**config.mk**
```make
export PLATFORM = sky130hd
export DESIGN_NAME = axi_mem_responder
export DESIGN_NICKNAME = d
export VERILOG_FILES = /design/src/rtl/axi_mem_responder.sv
export SDC_FILE = /design/constraint.sdc
export NUM_CORES = 1
export LEC_CHECK = 0
export BUFFER_PORTS_ARGS = -buffer_cell sky130_fd_sc_hd__buf_2
export CAP_MARGIN = 0
export CORE_AREA = 2 2 103 105
export DETAILED_ROUTE_END_ITERATION = 10
export DIE_AREA = 0 0 105 107
export GPL_TIMING_DRIVEN = 0
export PLACE_DENSITY = 0.76
export SETUP_SLACK_MARGIN = 0.4
export SYNTH_ARGS = -nofsm -noshare
export SYNTH_HDL_FRONTEND = slang
export SYNTH_SLANG_ARGS = --single-unit
```
**constraint.sdc**
```tcl
create_clock -name clk -period 1.4 [get_ports clk]
set_input_delay 0.07 -clock clk [delete_from_list [all_inputs] [get_ports clk]]
set_output_delay 0.07 -clock clk [all_outputs]
set_load 0.1 [all_outputs]
```
**src/rtl/axi_mem_responder.sv**
```systemverilog
// rtl/axi_mem_responder.sv - single-outstanding cache memory port to single-beat AXI bridge
module axi_mem_responder #(
    parameter int         A_WIDTH = 32,
    parameter logic [3:0] AXI_ID  = 4'd0
) (
    input  logic               clk,
    input  logic               rst,
    input  logic [A_WIDTH-1:0] m_a,
    input  logic [31:0]        m_din,
    output logic [31:0]        m_dout,
    input  logic               m_strobe,
    input  logic               m_rw,
    input  logic [3:0]         m_wen,
    input  logic [1:0]         m_size,
    output logic               m_ready,
    output logic [3:0]         arid,
    output logic [A_WIDTH-1:0] araddr,
    output logic [2:0]         arsize,
    output logic               arvalid,
    input  logic               arready,
    input  logic [31:0]        rdata,
    input  logic [1:0]         rresp,
    input  logic               rlast,
    input  logic               rvalid,
    output logic               rready,
    output logic [3:0]         awid,
    output logic [A_WIDTH-1:0] awaddr,
    output logic [2:0]         awsize,
    output logic               awvalid,
    input  logic               awready,
    output logic [31:0]        wdata,
    output logic [3:0]         wstrb,
    output logic               wlast,
    output logic               wvalid,
    input  logic               wready,
    input  logic [1:0]         bresp,
    input  logic               bvalid,
    output logic               bready,
    output logic               bus_err
);

    typedef enum logic [2:0] {
        S_IDLE  = 3'd0,
        S_RADDR = 3'd1,
        S_RDATA = 3'd2,
        S_WREQ  = 3'd3,
        S_WRESP = 3'd4,
        S_DONE  = 3'd5
    } state_t;

    state_t             r_state;
    state_t             w_next;

    logic [A_WIDTH-1:0] r_addr;
    logic [31:0]        r_wdata;
    logic [3:0]         r_wstrb;
    logic [1:0]         r_size;
    logic [31:0]        r_rdata;
    logic               r_aw_done;
    logic               r_w_done;
    logic               r_bus_err;

    logic               w_accept;
    logic               w_aw_hs;
    logic               w_w_hs;
    logic               w_aw_all;
    logic               w_w_all;
    logic               w_r_hs;
    logic               w_b_hs;

    // Reads are always single-beat, so rlast carries no extra information.
    logic               w_unused_rlast;
    assign w_unused_rlast = rlast;

    // Every AXI-facing output is decoded from state and request registers only.
    assign arid    = AXI_ID;
    assign awid    = AXI_ID;
    assign araddr  = r_addr;
    assign awaddr  = r_addr;
    assign arsize  = {1'b0, r_size};
    assign awsize  = {1'b0, r_size};
    assign wdata   = r_wdata;
    assign wstrb   = r_wstrb;
    assign wlast   = 1'b1;
    assign arvalid = (r_state == S_RADDR);
    assign rready  = (r_state == S_RDATA);
    assign awvalid = (r_state == S_WREQ) && !r_aw_done;
    assign wvalid  = (r_state == S_WREQ) && !r_w_done;
    assign bready  = (r_state == S_WRESP);
    assign m_ready = (r_state == S_DONE);
    assign m_dout  = r_rdata;
    assign bus_err = r_bus_err;

    assign w_accept = (r_state == S_IDLE) && m_strobe;
    assign w_aw_hs  = awvalid && awready;
    assign w_w_hs   = wvalid && wready;
    assign w_aw_all = r_aw_done || w_aw_hs;
    assign w_w_all  = r_w_done || w_w_hs;
    assign w_r_hs   = rready && rvalid;
    assign w_b_hs   = bready && bvalid;

    // State register.
    always_ff @(posedge clk) begin
        if (rst) begin
            r_state <= S_IDLE;
        end else begin
            r_state <= w_next;
        end
    end

    // Next-state decode; DONE never looks at m_strobe so a held request is not re-issued.
    always_comb begin
        w_next = r_state;
        case (r_state)
            S_IDLE: begin
                if (m_strobe) begin
                    w_next = m_rw ? S_WREQ : S_RADDR;
                end
            end
            S_RADDR: begin
                if (arready) begin
                    w_next = S_RDATA;
                end
            end
            S_RDATA: begin
                if (rvalid) begin
                    w_next = S_DONE;
                end
            end
            S_WREQ: begin
                if (w_aw_all && w_w_all) begin
                    w_next = S_WRESP;
                end
            end
            S_WRESP: begin
                if (bvalid) begin
                    w_next = S_DONE;
                end
            end
            S_DONE: begin
                w_next = S_IDLE;
            end
            default: begin
                w_next = S_IDLE;
            end
        endcase
    end

    // Capture the request when it is accepted so the AXI side never sees m_* change.
    always_ff @(posedge clk) begin
        if (rst) begin
            r_addr  <= '0;
            r_wdata <= '0;
            r_wstrb <= '0;
            r_size  <= '0;
        end else if (w_accept) begin
            r_addr  <= m_a;
            r_wdata <= m_din;
            r_wstrb <= m_wen;
            r_size  <= m_size;
        end
    end

    // Track AW and W acceptance independently; either may finish first.
    always_ff @(posedge clk) begin
        if (rst) begin
            r_aw_done <= 1'b0;
            r_w_done  <= 1'b0;
        end else if (w_accept) begin
            r_aw_done <= 1'b0;
            r_w_done  <= 1'b0;
        end else begin
            if (w_aw_hs) begin
                r_aw_done <= 1'b1;
            end
            if (w_w_hs) begin
                r_w_done <= 1'b1;
            end
        end
    end

    // Load data is held until the next read completes; writes leave it alone.
    always_ff @(posedge clk) begin
        if (rst) begin
            r_rdata <= '0;
        end else if (w_r_hs) begin
            r_rdata <= rdata;
        end
    end

    // Sticky error flag for any non-OKAY read or write response.
    always_ff @(posedge clk) begin
        if (rst) begin
            r_bus_err <= 1'b0;
        end else if ((w_r_hs && (rresp != 2'b00)) || (w_b_hs && (bresp != 2'b00))) begin
            r_bus_err <= 1'b1;
        end
    end

endmodule

```
---- Word level (Yosys, flattened, before mapping) ----
Index checks and enable logic that the tools add are counted.
word-level totals
  bits in registers ....................... 108
cells by class
  eq/ne operators ......................... 10
  mux-type cells .......................... 7
  reductions and logical operators ........ 20
operator list
  cell                count
  $mux 3              5
  $pmux 3 s5          1
  $logic_and 1x1->1   10
  $eq 3x2->1 const B  2
  $eq 3x3->1 const B  2
  $ne 2x2->1 const B  3
  $reduce_and 5->1    1
  $ne 2x1->1 const B  2
  $reduce_bool 2->1   2
  $eq 3x1->1 const B  1
  $logic_not 3->1     1
  $logic_or 1x1->1    3
  $logic_not 1->1     2
  $mux 2              1
  $reduce_or 2->1     1

---- Logic depth before layout (Yosys ltp) ----
  word-level depth ........................ 7
  depth in mapped cells ................... 7
  depth with buffers taken out ............ 4

---- Worst setup path after synthesis ----
OpenSTA, ideal clock, no wires.
  kind .................................... reg2reg
  start point ............................. register r_state[1]
  end point ............................... register r_bus_err (netlist: bus_err)
  arrival ................................. 3.230 ns
  data required time ...................... 1.322 ns
  setup slack ............................. -1.908 ns
  stages on the path, launching flop included .. 5
  path buffers ............................ 1
  cells stage by stage .................... dfxtp_1 buf_4 nor3b_1 o211ai_1 a31oi_1
on the way
  word-level cells in the longest chain between the ends .. 4
  elaborated cells on any way between the ends .. 7
ends and longest elaborated chain
  what                      line  source
  start: declaration        51    state_t r_state;
  start signal: assignment  107   r_state <= w_next;
  $eq 3x3->1                89    assign bready = (r_state == S_WRESP);
  net bready                38    output logic bready,
  $logic_and 1x1->1         100   assign w_b_hs = bready && bvalid;
  $logic_and 1x1->1         195   end else if ((w_r_hs && (rresp != 2'b00)) || (w_b_hs && (bresp != 2'b00))) begin
  $logic_or 1x1->1          195
  end signal: assignment    194   r_bus_err <= 1'b0;
  end signal: assignment    196   r_bus_err <= 1'b1;
  end: declaration          61    logic r_bus_err;
The timed path passes the listed nets, and every way through them passes these cells.
A chain may end at the register's enable or synchronous reset.

---- Worst setup path in the final report ----
  start point ............................. register r_state[2]
  end point ............................... register r_addr[12] (netlist: araddr[12])
on the way
  word-level cells in the longest chain between the ends .. 2
ends and longest elaborated chain
  what                    line  source
  $logic_not 3->1         94    assign w_accept = (r_state == S_IDLE) && m_strobe;
  $logic_and 1x1->1       94
  end signal: assignment  157   r_addr <= m_a;
  end: declaration        54    logic [A_WIDTH-1:0] r_addr;
Every way passes these cells.

==> out/metrics.cfg <==
[outcome]
status = complete, but fails checks
violations = setup timing

[sta]
finalHoldViolCount = 0
slew_viol_final = 0
setup_viol = 110
min_period_ns = 1.66
fin_tns_setup_ns = -14.73
fmax_mhz = 602
rsz0062_at_grt = yes
worst_slack_ns = -0.260
period_share_pct = 119
fin_worst_skew_ns = 0.0244
tightest_slew_ns = 0.743
timing.slew.headroom_pct = 50.5

[logic_synthesis]
synth-adder-area-share_pct = 0
synth_common_cells = nand2_1 (207), dfxtp_1 (108), a21oi_1 (103), buf_4 (49), buf_2 (12)
synth.most_common_cell = nand2_1
synth_flop_cell = dfxtp_1
synth_seq_cells = 108
synth_cells = 538
synth_mux_area_share_pct = 0.699
synth.avg_cell_area_um2 = 7.99
synth-simple-area-share_pct = 20.8
synth-compound-area-share_pct = 14.0
synth_area_um2 = 4300
synth_edf_count = 0
synth_top_family_by_area = simple AND/OR/NAND/NOR gates
synth_largest_area_cell = dfxtp_1
synth_top_area_share_pct = 50.3
yosysSeqAreaShare_pct = 50.3
async_flop_share_pct = 0
netlist_top_cells_area = dfxtp_1 (50%), nand2_1 (18%), a21oi_1 (12%)
yosysWarningCount = 0
synth-xor-area-share_pct = 0
ys_types = 27

[drt]
antenna_left = 0
wl_um = 24100
vias_per_cell = 5.38
dr.pass1.iters = 5
remaining_drc_errors = 0
vias = 5817
drt_iter0_markers = 545
wl_per_cell_um = 22.3

[clock_tree]
numCtsBuffers = 9
htreeDepth = 3
clk_pin_slew_ns = 0.11
worst_skew_pair.late_latency_ns = 0.38
cts_tree = built
clock_path_buffers = 2
root_buffer = clkbuf_8
numClockSinks = 108

[global_routing]
busiest_layer = met2
grt_usage_pct = 29.1
grt_antenna_before_repair = 3
grt_pass1_vias = 5403
grt_first_pass_wirelength_um = 26100
grt_use_met1_pct = 30.5
gr-usage-met2_pct = 53.3
grt_start_max_net_pins = 19
use_met3_pct = 6.20
grt_overflow = 0

[worst_hold_path]
hold_path.class = in2reg
hold_path_depth = 3
holdPathEnd = bus_err$_SDFFE_PP0P_
min_from = rresp[0]

[cells_and_area]
drive_above_1_share_pct = 54.0
utilization_pct = 89.1
syn2layout_area_growth_pct = 109
nets = 1053

[pwr]
ir_worst_vdd_mv = 1.28
p_clk_share_pct = 11.0
seq_power_share_pct = 23.6
leakage_nw = 4.12
p_sw_share_pct = 54.9
power_density_nw_per_um2 = 2010
share_comb_of_total_power_pct = 65.4
p_sw_mw = 9.91
internal_power_mw = 8.15

[worst_setup_path]
r2r_cells = 7
critPathMaxFanout = 10
arrival_ns = 1.89
r2r-end = araddr[12]$_SDFFE_PP0P_
critPathCaptureType = flip-flop
worstPathRequired_ns = 1.63
worstSetupStartpointType = flip-flop
r2r_start = r_state[2]$_SDFFE_PP0P_
worstSetupPathType = reg2reg
reg2reg_slack_ns = -0.26

[placement]
gp_congestion = 0.801
pre_cts_slack_ns = -0.312
numPortBuffers = 256
hpwlAfterDp_um = 9720

[floorplan]
num_rows = 37
die_y_um = 107
die-area_um2 = 11200
io_pins = 270
core_um2 = 10100
start_util_pct = 42.6
die_width_um = 105

[job]
max_cap_violations = 0

-- worst max-delay path by stage --
stage	from	endpoint	slack [ns]	cells after the start
4_1_cts	r_state[1]$_SDFFE_PP0P_	awvalid	-0.08	5
3_5_place_dp	r_state[2]$_SDFFE_PP0P_	araddr[12]$_SDFFE_PP0P_	-0.31	6
6_report	r_state[2]$_SDFFE_PP0P_	araddr[12]$_SDFFE_PP0P_	-0.26	7
2_1_floorplan	r_state[2]$_SDFFE_PP0P_	bus_err$_SDFFE_PP0P_	-0.32	4
3_3_place_gp	r_state[2]$_SDFFE_PP0P_	r_size[0]$_SDFFE_PP0P_	-0.24	6
5_1_grt	r_state[2]$_SDFFE_PP0P_	araddr[12]$_SDFFE_PP0P_	-0.30	7
-- power groups by stage --
stage	combinational, mW	clock [mW]	sequential [mW]
3_3_place_gp	8.75	0	4.04
2_1_floorplan	3.98	0	7.61
6_report	11.8	1.98	4.26
4_1_cts	9.81	1.89	4.02
5_1_grt	12.1	2.10	4.29
3_5_place_dp	8.83	0	4.08
-- metrics by stage --
step                total power [mW]  area, µm²  hold slack [ns]  instances
floorplan                       11.6       4570            0.196        547
global placement                12.8       6020            0.302        939
detailed placement              12.9       6020            0.308        939
CTS                             15.7       7730           0.0113       1071
global route                    18.4       9000           0.0163       1081
finish                          18.1       9000          0.00688       1081
-- placed cells by master (no fill, tap or decap), types with 2 or more instances in the layout --
master | Yosys | layout
buf_2 | 12 | 196
nand2_1 | 207 | 177
dlygate4sd3_1 | 0 | 103
a21oi_1 | 103 | 74
buf_12 | 0 | 72
buf_6 | 11 | 46
dfxtp_2 | 0 | 41
dfxtp_4 | 0 | 35
dfxtp_1 | 108 | 32
a21oi_2 | 0 | 29
buf_4 | 49 | 27
nand2_4 | 0 | 26
clkbuf_1 | 11 | 12
conb_1 | 2 | 11
clkbuf_8 | 0 | 9
buf_8 | 0 | 6
nand2_2 | 0 | 4
diode_2 | 0 | 3
inv_1 | 3 | 3
mux2i_1 | 3 | 3
a31oi_1 | 3 | 3
and2_4 | 0 | 2
nor2_4 | 0 | 2
nor4b_1 | 2 | 2
o211ai_1 | 2 | 2
nor3_1 | 3 | 2
inv_8 | 0 | 2
clkbuf_16 | 0 | 2
-- cell families after synthesis --
kind of cell    Yosys count
buf+inv                  86
compound gates          115
simple gates            224
other cells               2
mux                       3
flops                   108
-- state kept, by name, summed over array words and instances (netlist names), 2 cells and up --
name and flops:
wdata 32, m_dout 32, r_size 2, r_state 3, araddr 32, wstrb 4
-- worst max-delay path, stage by stage (launching register included) --
cell and delay, ns:
dfxtp_2 0.33, buf_6 0.14, nor2_2 0.25, nand3b_1 0.13, buf_4 0.20, buf_2 0.21
nand2_1 0.17, a21oi_1 0.11
-- cell type report --
class                           instances  area [µm²]
Timing Repair Buffer                  379        3560
Sequential cell                       108        2340
Multi-Input combinational cell        353        1940
Fill cell                             401        1100
Buffer                                 83         771
Tap cell                              136         170
Clock buffer                           11         153
Clock inverter                          5        41.3
Inverter                                3        11.3
Antenna cell                            3        7.51
-- timing repair --
item,in CTS,in global routing
gates resized for setup,113,370
hold buffers,103,0
gates cloned,6,2
setup buffers,7,5
pin swaps,4,51
endpoints found under the setup margin,251,251
hold endpoints to repair,103,0
-- metal layers --
layer / wire length (µm) / vias up
met1: 8060 / 2695
li1: - / 2467
met2: 11900 / 494
met4: 2000 / 0
met3: 2150 / 161
met5: 0 / -
Power figures use the tool's default switching activity.
